===== config.mk =====
export PLATFORM = sky130hd
export DESIGN_NAME = serial_adder
export DESIGN_NICKNAME = d
export VERILOG_FILES = /design/src/rtl/serial_adder.sv
export SDC_FILE = /design/constraint.sdc
export NUM_CORES = 1
export LEC_CHECK = 0
export ABC_AREA = 1
export CORE_MARGIN = 8
export CORE_UTILIZATION = 47
export CTS_CLUSTER_SIZE = 40
export DETAILED_ROUTE_END_ITERATION = 10
export PLACE_DENSITY = 0.82
export SLEW_MARGIN = 20
export SYNTH_ARGS = -nofsm -noshare
export SYNTH_HDL_FRONTEND = slang
export SYNTH_SLANG_ARGS = --single-unit

===== constraint.sdc =====
create_clock -name CLK -period 1.1 [get_ports CLK]
set_input_delay 0.22 -clock CLK [delete_from_list [all_inputs] [get_ports CLK]]
set_output_delay 0.22 -clock CLK [all_outputs]
set_load 0.01 [all_outputs]

===== src/rtl/serial_adder.sv =====
// Bit-serial WIDTH-bit adder: one full-adder slice reused LSB first, start/done handshake.
// Optional signed-overflow output V enabled by defining SERIAL_ADDER_OVF_EN.
module serial_adder #(
  parameter int WIDTH = 8
) (
  input  logic             CLK,
  input  logic             RST,
  input  logic             Start,
  input  logic [WIDTH-1:0] A,
  input  logic [WIDTH-1:0] B,
  input  logic             C_in,
  output logic [WIDTH-1:0] S,
  output logic             C_out,
  output logic             Busy,
`ifdef SERIAL_ADDER_OVF_EN
  output logic             V,
`endif
  output logic             Done
);

  localparam int CW = (WIDTH > 2) ? $clog2(WIDTH) : 1;

  localparam logic [1:0] IDLE = 2'd0;
  localparam logic [1:0] RUN  = 2'd1;
  localparam logic [1:0] DONE = 2'd2;

  logic [1:0]       state;
  logic [WIDTH-1:0] a_sh;
  logic [WIDTH-1:0] b_sh;
  logic [WIDTH-1:0] s_sh;
  logic             carry;
  logic [CW-1:0]    cnt;

  logic             fa_sum;
  logic             fa_cout;
  logic             last;
  logic [WIDTH-1:0] s_next;

  // The single full-adder slice
  assign fa_sum  = a_sh[0] ^ b_sh[0] ^ carry;
  assign fa_cout = (a_sh[0] & b_sh[0]) | (carry & (a_sh[0] ^ b_sh[0]));
  assign last    = (cnt == CW'(WIDTH - 1));
  assign s_next  = {fa_sum, s_sh[WIDTH-1:1]};

  assign Busy = (state == RUN);
  assign Done = (state == DONE);

  always_ff @(posedge CLK or posedge RST) begin
    if (RST) begin
      state <= IDLE;
      a_sh  <= '0;
      b_sh  <= '0;
      s_sh  <= '0;
      carry <= 1'b0;
      cnt   <= '0;
      S     <= '0;
      C_out <= 1'b0;
`ifdef SERIAL_ADDER_OVF_EN
      V     <= 1'b0;
`endif
    end else begin
      unique case (state)
        IDLE, DONE: begin
          if (Start) begin
            a_sh  <= A;
            b_sh  <= B;
            carry <= C_in;
            cnt   <= '0;
            state <= RUN;
          end else begin
            state <= IDLE;
          end
        end
        RUN: begin
          a_sh  <= a_sh >> 1;
          b_sh  <= b_sh >> 1;
          s_sh  <= s_next;
          carry <= fa_cout;
          cnt   <= cnt + CW'(1);
          if (last) begin
            S     <= s_next;
            C_out <= fa_cout;
`ifdef SERIAL_ADDER_OVF_EN
            // carry into MSB is the held carry; carry out is this slice's
            V     <= carry ^ fa_cout;
`endif
            state <= DONE;
          end
        end
        default: state <= IDLE;
      endcase
    end
  end

endmodule

======== Word-level counts from Yosys, hierarchy flattened ========
Cells that the tools add are included.
word-level totals
  register bits ........................... 39
  bits of input ports ..................... 20
operators by class
  add/sub/neg operators ................... 1
  equal/unequal tests ..................... 5
  multiplexer cells ....................... 11
  bitwise logic cells ..................... 5
  reductions and logical operators ........ 5
operators with widths
  cell                 count
  $pmux 8 s2           2
  $mux 8               2
  $pmux 3 s2           1
  $pmux 2 s2           1
  $reduce_and 2->1     2
  $add 3x1->3 const B  1
  $eq 3x3->1 const B   1
  $mux 3               1
  $and 1x1->1          2
  $eq 2x1->1 const B   1
  $eq 2x2->1 const B   1
  $logic_not 2->1      1
  $mux 1               2
  $mux 2               1
  $ne 2x1->1 const B   1
  $ne 2x2->1 const B   1
  $pmux 1 s2           1
  $reduce_bool 2->1    1
  $reduce_or 2->1      1
  $xor 1x1->1          2
  $or 1x1->1           1

======== Logic depth before layout (Yosys ltp) ========
Gate-level depths: netlist (run 1).
  depth in word-level cells ............... 4
  depth in mapped cells ................... 8

======== Worst setup path before layout (run 1) ========
No wires, ideal clock.
  kind .................................... register -> register
  from .................................... register cnt[0]
  to ...................................... register C_out
  library setup time ...................... 74 ps
  arrival time ............................ 1,145 ps
  required time ........................... 1,026 ps
  setup slack ............................. -119 ps
  stages on the path, launching flop included .. 7
  path buffers ............................ 1
  clock period less this slack ............ 1,219 ps
  cell sequence ........................... dfrtp_1 -> ha_1 -> ha_1 -> nand2_4 -> buf_6 -> nand2_1 -> o21ai_2
on the way
  word-level cells in the longest chain between the ends .. 2
ends and longest elaborated chain
  what                               line  source
  from (decl)                        32    logic [CW-1:0] cnt;
  from (signal assigned)             79    cnt <= cnt + CW'(1);
  $eq 3x3->1                         42    assign last = (cnt == CW'(WIDTH - 1));
  $reduce_and 2->1 (no source line)  --
  to (signal assigned)               82    C_out <= fa_cout;
  to (decl)                          13    output logic C_out,
Every way passes these cells.
A chain may end at the register's enable or synchronous reset.

======== Final worst setup path (run 1) ========
  from .................................... register state[1]
  to ...................................... output port Done
on the way
  word-level cells in the longest chain between the ends .. 1
ends and longest elaborated chain
  what                    line  source
  from (decl)             27    logic [1:0] state;
  from (signal assigned)  50    state <= IDLE;
  from (signal assigned)  69    state <= RUN;
  from (signal assigned)  71    state <= IDLE;
  $eq 2x2->1              46    assign Done = (state == DONE);
  to (decl)               18    output logic Done
Every way passes these cells.

==> results of run 1 <==
==> path summary, 6_finish.rpt <==
check | slack [ns] | end | startpoint | depth (start not counted)
setup / recovery | -0.19 | Done | state[1] | 3
hold / removal | 0.27 | s_sh[2] | RST | 3
setup reg to reg | -0.18 | s_sh[3] | state[1] | 7
hold reg to reg | 0.49 | a_sh[2] | a_sh[2] | 2
max in group asynchronous | 0.62 | state[0] | RST | 3
min in group CLK | 0.48 | a_sh[7] | A[7] | 3
==> flip-flops by register name, indices dropped and copies added, names as in the netlist <==
signal,cells
cnt,3
s_sh,7
b_sh,8
carry,1
C_out,1
S,8
state,2
a_sh,8
==> per-stage QoR <==
step	setup WS [ns]	instances	TNS (ns)	util	power (mW)
2_1_floorplan	-0.0509	220	-0.245	-	4.71
5_1_grt	-0.188	330	-5.94	0.775	9.40
3_5_place_dp	-0.261	309	-6.34	0.633	6.04
6_report	-0.190	330	-5.16	0.775	8.89
3_3_place_gp	-0.242	309	-5.20	0.633	5.88
4_1_cts	-0.121	323	-2.72	0.712	7.68
==> worst reg2reg max path, cell delays in order, from the launching register on <==
cell and delay (ns):
dfrtp_1 0.43, inv_2 0.11, buf_6 0.14, nand2_8 0.10, buf_12 0.15, buf_8 0.13
nand2_2 0.05, o21ai_1 0.06
==> power breakdown <==
part	switching [mW]	internal (mW)	total, mW
Clock	0.496	0.425	0.922
Combinational	2.85	2.55	5.40
Sequential	0.502	2.07	2.57
==> repair_timing <==
action | 4_1_cts | 5_1_grt
pin swaps | 3 | 16
endpoints found under the setup margin | 48 | 42
gates resized for setup | 93 | 37
gates cloned | 3 | 1
buffers inserted | 4 | 6
==> per-layer routing <==
metal,GRT usage,share of wire
met5,0,0
met2,0.282,0.53
met1,0.186,0.38
met3,0.0478,0.060
met4,0.0778,0.034
==> cell families after synthesis <==
group / synth area share
flops: 0.524
buf+inv: 0.123
fa+ha+maj: 0.0248
compound gates: 0.0689
simple gates: 0.259
==> synthesized netlist by cell type <==
library cell	count	area, sq um
a21oi_1	1	5.00
buf_2	3	15.0
buf_4	2	15.0
buf_6	2	22.5
clkbuf_1	2	7.51
dfrtp_1	38	951
fa_1	1	20.0
ha_1	2	25.0
inv_1	40	150
inv_2	2	7.51
inv_4	1	6.26
nand2_1	71	267
nand2_2	2	12.5
nand2_4	2	22.5
nand3_1	30	150
nor2_1	2	7.51
nor2_4	1	11.3
o21ai_0	10	50.1
o21ai_2	8	70.1
==> final cells by class <==
class | count | area (sq um)
flip-flops and latches | 38 | 952
multi-input cells | 130 | 901
fillers | 203 | 831
repair buffers | 64 | 692
inverters | 43 | 174
clock buffers | 5 | 68.8
well taps | 48 | 60.1
clock inverters | 2 | 10.0
==> flow_results.org, run 1 <==
** GRT
- Antenna violations before repair :: 0
- Summed over all layers, the global routing overflow is 0.
- Global-route usage over all layers :: 0.165
- Number of global-route vias before repair :: between 1500 and 2000
- Largest net degree at the start of global routing :: 39
- The first global-routing pass estimated 8020 um of wire.

** Status
- Failing checks :: setup timing
- The flow ran to the end, but the final reports show violations.

** Die
- Total core area :: ~3700 sq um
- Site Rows :: 22
- Horizontal extent of the die :: 78.2 um
- IO Count :: 31
- Die boundary height :: 78.2 um
- Starting density of the core :: 0.492
- The die covers 6110 sq um.

** Timing
- The final max-slew violation count is 0.
- In the post-route analysis, the smallest setup slack over all paths is -0.190 ns.
- Maximum achievable frequency :: between 700 and 800 MHz
- Part of the cycle the worst path needs :: 1.17
- Fin crit period :: 1.29 ns
- Pin slew with the least headroom to its limit :: a little over 0.2 ns
- Worst clock skew on the final layout :: 0.00546 ns
- Setup repair after global routing could not meet its margin everywhere.
- Measured against its own limit, the worst slew margin works out to 0.862.
- Hold is met by approximately 0.27 ns.
- Setup violations remaining at the end of the flow were counted as 39.
- Hold Vio Cnt, Final :: 0

** Synthesis
- Summing every instance area after synthesis gives between 1500 and 2000 sq um.
- Counting every net in the synthesized netlist gives 243.
- After technology mapping, the gate count stands at 220.
- Yosys printed 0 warnings.
- The netlist uses 19 different library cells.
- Mean area per synthesized cell :: 8.25 sq um
- Flops & latches, synth :: 38
- Sequential element share of the synthesized area :: 0.524

** Setup path
- Worst setup path class :: reg -> out
- At the worst endpoint, the arrival time is 1.07 ns.
- Broken down by cell family, the worst path's largest delay share belongs to flip-flops.
- STA puts the critical path data required time at 0.88 ns.
- Counting both buffers and inverters, the worst setup path holds a total of 2.
- The worst setup path is launched from a flip-flop.
- On the worst path, the slowest cell contributes a delay of 0.43 ns.
- Critical path's slowest cell :: dfrtp_1
- The worst setup path is captured at a primary output.
- Largest fanout on the critical path :: 2
- Cell chain of the critical path :: inv_2, nor2_2, buf_2

** Drt
- After detailed routing, the total wire length is 5750 um.
- Initial DRC count :: 135
- In the final routed layout, each cell accounts on average for 17.4 um.
- The detail route stage leaves a number of antenna-violating nets equal to 0.
- The first TritonRoute pass finished after 4 iterations.
- The detailed router placed 1709 vias in this run.
- Routed via count divided by cell count :: 5.18
- In the routed design, unresolved DRC markers number 0.

** Layout
- Most common cell after layout, fill and taps aside :: nand2_1
- Leading cell types in the layout, fill and taps excluded :: 52 x nand2_1, 37 x dfrtp_1, 36 x inv_1
- The repair_antennas step left the layout with diodes totalling 0.
- Count of nets after finishing :: 305
- From synthesis to final layout, the design area changed by 57.4%.
- After routing the design area is around 2900 sq um.
- Layout cells sized above 1 :: 0.426

** Place
- Post-DP Area :: approximately 2300 sq um
- Final Wtd Congestion :: 0.773
- Summed over all nets, the half-perimeter wirelength after detailed placement is 2830 um.
- In this run the tool buffered the top-level ports with 30 buffer cells.

** Power
- In this run the static leakage power is 1.51 nW.
- VDD sags by at most 1650 uV.
- Pwr dens :: about 3100 nW/um^2

** Clock tree
- After clock tree synthesis, the flow added hold-fix buffers numbering 0.
- After clock tree synthesis, the clock-pin slew on the worst setup and hold paths is 0.07 ns.
- Counting every sink on the clock net gives 38.
- The clock passes through at most 2 buffers.
- Clock latency of the later-clocked register in the worst-skew pair :: 0.30 ns
- CTS tree :: built
- CTS placed an instance of clkbuf_8 at the clock tree root.
- Number of H-tree branching levels :: 2
- Clock buffer count from CTS :: 5

** Worst hold path
- The tightest min-delay check is of the in -> async type.

** Run
- Total of max-cap violations :: 0
(Power assumes the default switching activity.)
==> inputs of run 2 (changes only) <==
--- a/config.mk
+++ b/config.mk
@@ -6,11 +6,13 @@
 export NUM_CORES = 1
 export LEC_CHECK = 0
 export ABC_AREA = 1
+export CORE_ASPECT_RATIO = 2
 export CORE_MARGIN = 8
 export CORE_UTILIZATION = 47
 export CTS_CLUSTER_SIZE = 40
 export DETAILED_ROUTE_END_ITERATION = 10
 export PLACE_DENSITY = 0.82
+export SETUP_SLACK_MARGIN = 0.02
 export SLEW_MARGIN = 20
 export SYNTH_ARGS = -nofsm -noshare
 export SYNTH_HDL_FRONTEND = slang
==> flow_results.org, run 2 (synthesis gave the netlist of run 1 again) <==
** GRT
- For this run the aggregate overflow at the end of global routing stands at 0.
- Global-route wire length before repair :: 7420 um
- Largest net degree at the start of global routing :: 21
- The via count of the first global-routing pass came to 1739.
- Antenna violations before repair :: 0
- Global-route usage over all layers :: 0.150

** Clock tree
- No sink is reached through more buffers than the 2 on the longest clock path.
- CTS tree :: built
- Number of sinks on the clock net :: 38
- Number of H-tree branching levels :: 2
- Clock-pin slew was measured on the worst setup and hold paths at 0.08 ns.
- The later pin in the worst-skew pair is clocked with a latency of 0.30 ns.
- Buffers inserted during clock tree synthesis total 5.
- Root Buffer :: clkbuf_8
- After clock tree synthesis, the flow added hold-fix buffers numbering 0.

** Power
- Maximum VDD drop :: ~2000 uV
- Pwr dens :: roughly 3000 nW/um^2
- Summed over all cells, the static leakage comes to 1.43 nW.
- Total power for the finished layout comes to 8.31 mW.

** Drt
- The detailed router put a total of ~1800 um of wire on met1.
- In the final routed layout, each cell accounts on average for 13.9 um.
- Signal routing reaches up to met4.
- Routed length on met3 :: between 200 and 300 um
- DR WL met2 :: 2430 um
- Dividing the detail-routed via count by the number of cells gives 4.89.
- Count of unresolved DRC violations after routing :: 0
- Pre-Repair DR Iteration Count :: 4
- Total wire length after detailed routing :: between 4000 and 5000 um
- Detailed routing inserted a total of 1614 vias.
- For this block, the initial DRC count from the detailed router was 27.
- The detail route stage leaves a number of antenna-violating nets equal to 0.

** Timing
- Dividing the final minimum period by the clock period gives 1.16.
- For the final database, setup skew stands at 0.00564 ns.
- Fin crit period :: 1.27 ns
- Slew margin rel. :: 0.859
- Final setup vio count :: 38
- Pin slew with the least headroom to its limit :: 0.212 ns
- Derived from the worst setup path, the maximum achievable clock frequency is between 700 and 800 MHz.
- The final hold violation count is 0.
- Unrepaired setup endpoints after global routing :: true
- Setup ws final :: -0.172 ns
- Final Slew Violations :: 0

** Layout
- Most common cell after layout, fill and taps aside :: nand2_1
- After the last flow step, the layout net total stands at 301.
- Of the cells placed in the final design, the portion with a size suffix greater than 1 is 0.384.
- Once layout is complete, the utilization of the core stands at 0.736.
- The count of cells in the finished layout, fillers not included, comes to 330.
- Largest registers ranked by flip-flop count :: S (8), a_sh (8), b_sh (8)
- Syn-to-layout area delta :: 52.6%
- After filler insertion, the fill cell instance count of the layout stands at 299.
- Once layout is done, the placed cells without fillers occupy roughly 2800 sq um.
- The repair_antennas step left the layout with diodes totalling 0.
- The library cells used most frequently in the layout, excluding fill and tap cells, are 57 x nand2_1, 37 x dfrtp_1, 37 x inv_1.

** Setup path
- Data arrives at the worst endpoint at 1.05 ns.
- At the worst endpoint, the required time is 0.88 ns.
- STA classifies the critical path endpoint as a primary output.
- Largest fanout on the critical path :: 3
- Worst setup path class :: reg -> out
- The worst setup path is launched from a flip-flop.

** Die
- The die covers 6230 sq um.
- Die boundary height :: 104 um
- In this run the count of I/O pins placed on the die edge is 31.
- Starting density of the core :: 0.482
- Horizontal extent of the die :: 59.9 um
- Total core area :: 3760 sq um
- Row generation in the floorplan step produced 32 rows.

** Place
- Number of input and output port buffers inserted :: 30
- Prior to clock tree synthesis, the placed netlist has a worst setup slack of -0.240 ns.
- The congestion estimate from routability-driven global placement came to between 0.8 and 0.9.
- Number of placed instances, taps included :: 312
- The HPWL after detailed placement is between 2000 and 3000 um.
- Post-DP Area :: 2370 sq um

** Status
- Failing checks :: setup timing
- Result of the run :: finished, violations left

** Worst hold path
- Worst min path class :: in -> async

** Run
- The tool flagged a number of max-cap violations equal to 0.
run 2: cell count changes in the layout (fill, tap and decap cells not counted), moves of 3 or more:
cell / delta
o21ai_0: +3
buf_2: -3
buf_16: -3
o21ai_2: -3
buf_8: +3
nand2_1: +5
nand2_4: -3
run 2: critical path: stages (launching register included):
cell and delay (ns):
dfrtp_2 0.43, buf_6 0.14, nor2_4 0.09, buf_6 0.11
run 2: layout make-up:
type,count,area (sq um),area share
tap,51,63.8,0.0230
clock buffer,6,82.6,0.0298
inverter,43,175,0.0632
timing repair buffer,60,614,0.222
clock inverter,2,12.5,0.00452
multi-input combinational,130,870,0.314
sequential,38,952,0.344
run 2: what timing repair did:
| action | in CTS | in global routing |
|---|---|---|
| gates resized for setup | 77 | 40 |
| endpoints found under the setup margin | 48 | 46 |
| pin swaps | 5 | 12 |
| buffers inserted | 4 | 6 |
run 2: metal layers:
layer,up-vias,GRT usage
li1,778,-
met1,777,0.168
met2,50,0.246
met3,9,0.0446
met4,0,0.0740
met5,-,0
run 2: report_power, final:
group          switching [mW]  internal [mW]
registers               0.430           2.06
logic                    2.52           2.26
clock network           0.528          0.504
total                    3.48           4.83
run 2: path summary, 6_finish.rpt:
kind	start	end	slack, ns	cells after the start
max	state[0]	Done	-0.17	3
min in group CLK	B[7]	b_sh[7]	0.47	3
max reg2reg	state[0]	b_sh[0]	-0.15	7
max in group asynchronous	RST	state[0]	0.53	3
min reg2reg	s_sh[1]	S[0]	0.49	2
min	RST	S[5]	0.21	2
run 2: stage by stage:
stage | setup TNS, ns | hold slack [ns]
after CTS | -4.07 | 0.201
after global placement | -3.81 | 0.463
after global routing | -5.34 | 0.223
final | -3.72 | 0.205
after floorplan | -0.245 | 0.186
after detailed placement | -4.71 | 0.469
